File: config.mk
export PLATFORM = sky130hd
export DESIGN_NAME = wb_arbiter_flat
export DESIGN_NICKNAME = d
export VERILOG_FILES = /design/src/rtl/wb_arbiter_if.sv /design/src/rtl/wb_arbiter.sv /design/src/flat_wrapper.sv
export SDC_FILE = /design/constraint.sdc
export NUM_CORES = 1
export LEC_CHECK = 0
export BUFFER_PORTS_ARGS = -buffer_cell sky130_fd_sc_hd__buf_2
export CAP_MARGIN = 5
export CORE_UTILIZATION = 35
export DETAILED_ROUTE_END_ITERATION = 16
export PLACE_DENSITY = 0.64
export SYNTH_ARGS = -nofsm -noshare
export SYNTH_HDL_FRONTEND = slang
export SYNTH_SLANG_ARGS = --single-unit
File: constraint.sdc
create_clock -name clk -period 1.95 [get_ports clk]
set_clock_uncertainty 0.1 [all_clocks]
set_input_delay 0.0975 -clock clk [delete_from_list [all_inputs] [get_ports clk]]
set_output_delay 0.0975 -clock clk [all_outputs]
set_load 0.01 [all_outputs]
File: src/rtl/wb_arbiter_if.sv
// Writeback arbiter bus bundle: ALU result port, LSU result handshake,
// issue-time scoreboard update, and the registered register-file write port.
interface wb_arbiter_if;
    logic        alu_valid;
    logic [4:0]  alu_rd;
    logic [31:0] alu_data;
    logic        lsu_valid;
    logic        lsu_ready;
    logic [4:0]  lsu_rd;
    logic [31:0] lsu_data;
    logic        issue_valid;
    logic [4:0]  issue_rd;
    logic [31:0] pending;
    logic        regf_we;
    logic [4:0]  rd_addr;
    logic [31:0] rd_wdata;

    // Arbiter side.
    modport slave (
        input  alu_valid, alu_rd, alu_data,
        input  lsu_valid, lsu_rd, lsu_data,
        input  issue_valid, issue_rd,
        output lsu_ready, pending, regf_we, rd_addr, rd_wdata
    );

    // Pipeline / environment side.
    modport master (
        output alu_valid, alu_rd, alu_data,
        output lsu_valid, lsu_rd, lsu_data,
        output issue_valid, issue_rd,
        input  lsu_ready, pending, regf_we, rd_addr, rd_wdata
    );
endinterface

File: src/rtl/wb_arbiter.sv
// Writeback arbiter: the ALU has fixed priority onto a single register-file
// write port; load results queue in a small FIFO and drain in order whenever
// the ALU is idle. A pending-write scoreboard is set at issue and cleared when
// the matching write is registered.
module wb_arbiter #(
    parameter int FIFO_DEPTH = 2
) (
    input  logic         clk,
    input  logic         rst_n,
    wb_arbiter_if.slave  bus
);
    localparam int PW = $clog2(FIFO_DEPTH);
    localparam int CW = $clog2(FIFO_DEPTH + 1);

    logic [4:0]    fifo_rd_q   [FIFO_DEPTH];
    logic [31:0]   fifo_data_q [FIFO_DEPTH];
    logic [PW-1:0] wr_ptr_q, wr_ptr_d;
    logic [PW-1:0] rd_ptr_q, rd_ptr_d;
    logic [CW-1:0] count_q,  count_d;
    logic          regf_we_q, regf_we_d;
    logic [4:0]    rd_addr_q, rd_addr_d;
    logic [31:0]   rd_wdata_q, rd_wdata_d;
    logic [31:0]   pending_q, pending_d;

    logic          lsu_ready_s;
    logic          push_s;
    logic          pop_s;

    // Pointers wrap explicitly at FIFO_DEPTH rather than relying on overflow.
    function automatic logic [PW-1:0] next_ptr(input logic [PW-1:0] p);
        if (p == PW'(FIFO_DEPTH - 1)) begin
            return '0;
        end else begin
            return p + PW'(1);
        end
    endfunction

    // Ready depends only on registered occupancy, never on this cycle's valids.
    assign lsu_ready_s   = (count_q != CW'(FIFO_DEPTH));
    assign bus.lsu_ready = lsu_ready_s;
    assign bus.regf_we   = regf_we_q;
    assign bus.rd_addr   = rd_addr_q;
    assign bus.rd_wdata  = rd_wdata_q;
    assign bus.pending   = pending_q;

    // Select the next write (ALU first, then FIFO head), update FIFO
    // bookkeeping and the scoreboard.
    always_comb begin
        push_s     = bus.lsu_valid && lsu_ready_s;
        pop_s      = !bus.alu_valid && (count_q != '0);
        regf_we_d  = 1'b0;
        rd_addr_d  = rd_addr_q;
        rd_wdata_d = rd_wdata_q;
        wr_ptr_d   = wr_ptr_q;
        rd_ptr_d   = rd_ptr_q;
        count_d    = count_q;
        pending_d  = pending_q;

        if (bus.alu_valid) begin
            regf_we_d  = (bus.alu_rd != 5'd0);
            rd_addr_d  = bus.alu_rd;
            rd_wdata_d = bus.alu_data;
        end else if (pop_s) begin
            // An x0 head still pops; it just never raises the write enable.
            regf_we_d  = (fifo_rd_q[rd_ptr_q] != 5'd0);
            rd_addr_d  = fifo_rd_q[rd_ptr_q];
            rd_wdata_d = fifo_data_q[rd_ptr_q];
        end else begin
            regf_we_d  = 1'b0;
        end

        if (push_s) begin
            wr_ptr_d = next_ptr(wr_ptr_q);
        end else begin
            wr_ptr_d = wr_ptr_q;
        end

        if (pop_s) begin
            rd_ptr_d = next_ptr(rd_ptr_q);
        end else begin
            rd_ptr_d = rd_ptr_q;
        end

        case ({push_s, pop_s})
            2'b10:   count_d = count_q + CW'(1);
            2'b01:   count_d = count_q - CW'(1);
            default: count_d = count_q;
        endcase

        // Clear first so a same-cycle issue to the same register wins.
        if (regf_we_d) begin
            pending_d[rd_addr_d] = 1'b0;
        end else begin
            pending_d = pending_d;
        end
        if (bus.issue_valid && (bus.issue_rd != 5'd0)) begin
            pending_d[bus.issue_rd] = 1'b1;
        end else begin
            pending_d = pending_d;
        end
        pending_d[0] = 1'b0;
    end

    // Control state, registered write port and scoreboard.
    always_ff @(posedge clk or negedge rst_n) begin
        if (!rst_n) begin
            wr_ptr_q   <= '0;
            rd_ptr_q   <= '0;
            count_q    <= '0;
            regf_we_q  <= 1'b0;
            rd_addr_q  <= 5'd0;
            rd_wdata_q <= 32'd0;
            pending_q  <= 32'd0;
        end else begin
            wr_ptr_q   <= wr_ptr_d;
            rd_ptr_q   <= rd_ptr_d;
            count_q    <= count_d;
            regf_we_q  <= regf_we_d;
            rd_addr_q  <= rd_addr_d;
            rd_wdata_q <= rd_wdata_d;
            pending_q  <= pending_d;
        end
    end

    // FIFO storage; contents are cleared on reset so nothing stale survives.
    always_ff @(posedge clk or negedge rst_n) begin
        if (!rst_n) begin
            for (int i = 0; i < FIFO_DEPTH; i++) begin
                fifo_rd_q[i]   <= 5'd0;
                fifo_data_q[i] <= 32'd0;
            end
        end else if (push_s) begin
            fifo_rd_q[wr_ptr_q]   <= bus.lsu_rd;
            fifo_data_q[wr_ptr_q] <= bus.lsu_data;
        end
    end
endmodule

File: src/flat_wrapper.sv
// flat-port wrapper written by rule: the top's interface ports become plain ports
module wb_arbiter_flat 
#(
    parameter int FIFO_DEPTH = 2
)
  (clk, rst_n, bus_alu_valid, bus_alu_rd, bus_alu_data, bus_lsu_valid, bus_lsu_rd, bus_lsu_data, bus_issue_valid, bus_issue_rd, bus_lsu_ready, bus_pending, bus_regf_we, bus_rd_addr, bus_rd_wdata);
  wb_arbiter_if bus_i ();
  input  logic clk;
  input  logic rst_n;
  input wire logic [$bits(bus_i.alu_valid)-1:0] bus_alu_valid;
  input wire logic [$bits(bus_i.alu_rd)-1:0] bus_alu_rd;
  input wire logic [$bits(bus_i.alu_data)-1:0] bus_alu_data;
  input wire logic [$bits(bus_i.lsu_valid)-1:0] bus_lsu_valid;
  input wire logic [$bits(bus_i.lsu_rd)-1:0] bus_lsu_rd;
  input wire logic [$bits(bus_i.lsu_data)-1:0] bus_lsu_data;
  input wire logic [$bits(bus_i.issue_valid)-1:0] bus_issue_valid;
  input wire logic [$bits(bus_i.issue_rd)-1:0] bus_issue_rd;
  output wire logic [$bits(bus_i.lsu_ready)-1:0] bus_lsu_ready;
  output wire logic [$bits(bus_i.pending)-1:0] bus_pending;
  output wire logic [$bits(bus_i.regf_we)-1:0] bus_regf_we;
  output wire logic [$bits(bus_i.rd_addr)-1:0] bus_rd_addr;
  output wire logic [$bits(bus_i.rd_wdata)-1:0] bus_rd_wdata;
  assign bus_i.alu_valid = bus_alu_valid;
  assign bus_i.alu_rd = bus_alu_rd;
  assign bus_i.alu_data = bus_alu_data;
  assign bus_i.lsu_valid = bus_lsu_valid;
  assign bus_i.lsu_rd = bus_lsu_rd;
  assign bus_i.lsu_data = bus_lsu_data;
  assign bus_i.issue_valid = bus_issue_valid;
  assign bus_i.issue_rd = bus_issue_rd;
  assign bus_lsu_ready = bus_i.lsu_ready;
  assign bus_pending = bus_i.pending;
  assign bus_regf_we = bus_i.regf_we;
  assign bus_rd_addr = bus_i.rd_addr;
  assign bus_rd_wdata = bus_i.rd_wdata;
  wb_arbiter #(.FIFO_DEPTH(FIFO_DEPTH)) u_core (.clk(clk), .rst_n(rst_n), .bus(bus_i));
endmodule
==> flow_summary.json <==
{
  "peakVddDrop_mv": 0.729,
  "yosys_warnings": 0,
  "r2r_cells": 7,
  "cp-start-kind": "flop",
  "finalCritPeriodShare": 1.00,
  "fin_hold_ws_ns": 0.0332,
  "overflow": 0,
  "clockRootBuffer": "clkbuf_16",
  "hold_class": "in2reg",
  "ios": 155,
  "cp.required_ns": 2.15,
  "grt_pass1_vias": 5784,
  "critPathKind": "reg2reg",
  "first_pass_iters": 4,
  "yosysUniqueCellTypes": 49,
  "ys_seq_area_frac": 0.544,
  "layout_commonest_cell": "buf_2",
  "setup_viol": 1,
  "gp_congestion": 0.816,
  "dr_total_vias": 5644,
  "status": "finished with violations",
  "crit_path_end_kind": "flop",
  "start_util": 0.359,
  "setup_tns_ns": -0.00363,
  "syn_nets": 697,
  "powerDensity_nw_per_um2": 1530,
  "rrSetupSlack_ns": -0.004,
  "core_um2": 18800,
  "violations": "negative setup slack",
  "syn-cell-area_um2": 6760,
  "cap_violations": 0,
  "min-delay-start": "bus_alu_valid",
  "final_layout_size_suffix_gt1_frac": 0.372,
  "worst_pin_slew_ns": 0.702,
  "grt_pass1_wl_um": 28900,
  "clockBufferDepth": 2,
  "layout_common_cells": "buf_2 (152), dfrtp_1 (146), dlygate4sd3_1 (82)",
  "drc": 0,
  "slew_headroom": 0.531,
  "wl_per_cell_um": 15.7,
  "fin_ws_ns": -0.00363,
  "wirelength_um": 18100,
  "port_buffers": 153,
  "syn_area_per_cell_um2": 11.0,
  "cts.clk_slew.worst_paths_ns": 0.06,
  "rr_endpoint": "u_core.bus.pending[4]$_DFF_PN0_",
  "cp_max_fo": 6,
  "final_hold_viol_count": 0,
  "fp.dieH_um": 141,
  "synthCells": 612,
  "crit_arrival_ns": 2.15,
  "postRouteAntennaNets": 0,
  "syn_to_final_growth_pct": 42.3,
  "diodes": 0,
  "r2r_start": "u_core.count_q[1]$_DFFE_PN0P_",
  "dieArea_um2": 19900,
  "grt_max_degree": 47,
  "pre_cts_slack_ns": -0.0839,
  "h-tree-depth": 4,
  "fin_crit_ns": 1.95,
  "antenna_found_initial": 0,
  "die-width_um": 141,
  "rows": 50,
  "whs_path_depth": 4,
  "clock_latency_ns": 0.41,
  "place_hpwl_um": 12200,
  "ys_ff_latch": 147,
  "cts_tree": "done",
  "num-nets-final": 965,
  "hold_end": "u_core.rd_ptr_q$_DFFE_PN0N_",
  "drtIter0Drc": 244,
  "grt_usage": 0.187,
  "cts_sinks": 147,
  "grt_setup_unrepaired": "yes",
  "slew_viol_final": 0,
  "fmax_ghz": 0.512,
  "drt-vias-per-instance": 4.90,
  "leakage_uw": 0.00443,
  "cts_buffers": 17
}
==> stage by stage <==
| stage | instance area [um2] | util | power (uW) | cells |
|---|---|---|---|---|
| 5_1_grt | 9620 | 0.511 | 15700 | 1152 |
| 3_5_place_dp | 8050 | 0.428 | 11100 | 1031 |
| 4_1_cts | 9460 | 0.502 | 14500 | 1144 |
| 3_3_place_gp | 8050 | 0.428 | 11000 | 1031 |
| 6_report | 9620 | 0.511 | 14700 | 1152 |
| 2_1_floorplan | 6760 | - | 9050 | 612 |
==> cell usage after synthesis, drive strengths merged <==
library cell	count	area share
nand4b	1	0.0013
a21o	3	0.0039
a21boi	1	0.0011
o32ai	1	0.0013
xor2	1	0.0013
a22oi	21	0.023
a221oi	1	0.0022
mux2	75	0.13
nand2	64	0.036
a32oi	2	0.0026
nor2	46	0.026
o41a	1	0.0017
nand3	20	0.015
or3	1	0.00093
or2b	1	0.0011
mux2i	37	0.056
buf	19	0.018
ha	1	0.0019
a211oi	1	0.0030
o21bai	1	0.0011
xnor2	4	0.0052
conb	1	0.00056
and2	1	0.00093
a211o	4	0.0052
nor2b	3	0.0028
nand2b	5	0.0046
nor3b	3	0.0033
clkbuf	17	0.0094
o211ai	3	0.0033
o21ai	52	0.039
nor3	7	0.0052
or2	3	0.0028
a21oi	37	0.030
a22o	4	0.0052
nand4	4	0.0046
inv	16	0.0089
o22ai	3	0.0028
dfrtp	147	0.54
==> registers in the layout (all words and copies together), names as in the netlist <==
register	count
u_core.count_q	2
u_core.rd_ptr_q	1
u_core.bus.pending	31
u_core.wr_ptr_q	1
u_core.bus.rd_wdata	32
u_core.bus.rd_addr	5
u_core.fifo_rd_q	10
u_core.bus.regf_we	1
u_core.fifo_data_q	64
==> critical path: stages (launching register included) <==
cell      delay [ns]
dfrtp_1         0.43
buf_6           0.15
nor3_1          0.07
buf_4           0.14
a211oi_4        0.35
nand3_2         0.12
a211o_1         0.28
a22o_1          0.19
==> repair_timing <==
item | CTS | global route
endpoints found under the hold margin | 263 | 0
cloned | 0 | 2
setup buffers | 0 | 6
endpoints found under the setup margin | 12 | 56
resized for setup | 4 | 14
hold buffers | 82 | 0
pin swaps | 0 | 7
==> cell families after synthesis <==
kind of cell | share of synthesized area
compound gates | 0.125
xor+xnor | 0.00648
fa+ha+maj | 0.00185
buf+inv | 0.0365
flops | 0.544
mux | 0.181
other cells | 0.000555
simple gates | 0.104
==> area by class of cell <==
class	count	area, um2
flip-flops and latches	147	3680
multi-input cells	413	2920
repair buffers	285	2070
clock buffers	20	437
well taps	260	325
inverters	16	60.1
clock inverters	11	130
fillers	1709	9220
==> worst max path at each step <==
stage | startpoint | endpoint | slack (ns) | cells past startpoint
after floorplan | u_core.count_q[1]$_DFFE_PN0P_ | u_core.fifo_data_q[33]$_DFFE_PN0P_ | 0.01 | 6
after global placement | u_core.rd_ptr_q$_DFFE_PN0N_ | u_core.bus.pending[2]$_DFF_PN0_ | -0.02 | 6
after detailed placement | u_core.rd_ptr_q$_DFFE_PN0N_ | u_core.bus.pending[18]$_DFF_PN0_ | -0.08 | 6
after CTS | u_core.rd_ptr_q$_DFFE_PN0N_ | u_core.bus.pending[9]$_DFF_PN0_ | -0.004 | 7
after global routing | u_core.count_q[1]$_DFFE_PN0P_ | u_core.bus.pending[20]$_DFF_PN0_ | -0.08 | 7
final | u_core.count_q[1]$_DFFE_PN0P_ | u_core.bus.pending[4]$_DFF_PN0_ | -0.004 | 7
==> layer usage <==
layer | routed length (um) | track usage
met4 | 451 | 0.0812
met5 | 0 | 0
met2 | 8640 | 0.303
met1 | 8230 | 0.241
met3 | 749 | 0.0397
==> power by group <==
group / switching (uW) / internal (uW) / total, uW
clock: 1280 / 1890 / 3170
combinational: 3140 / 3220 / 6360
sequential: 791 / 4390 / 5180
total: 5210 / 9500 / 14700
(Power assumes the default switching activity.)
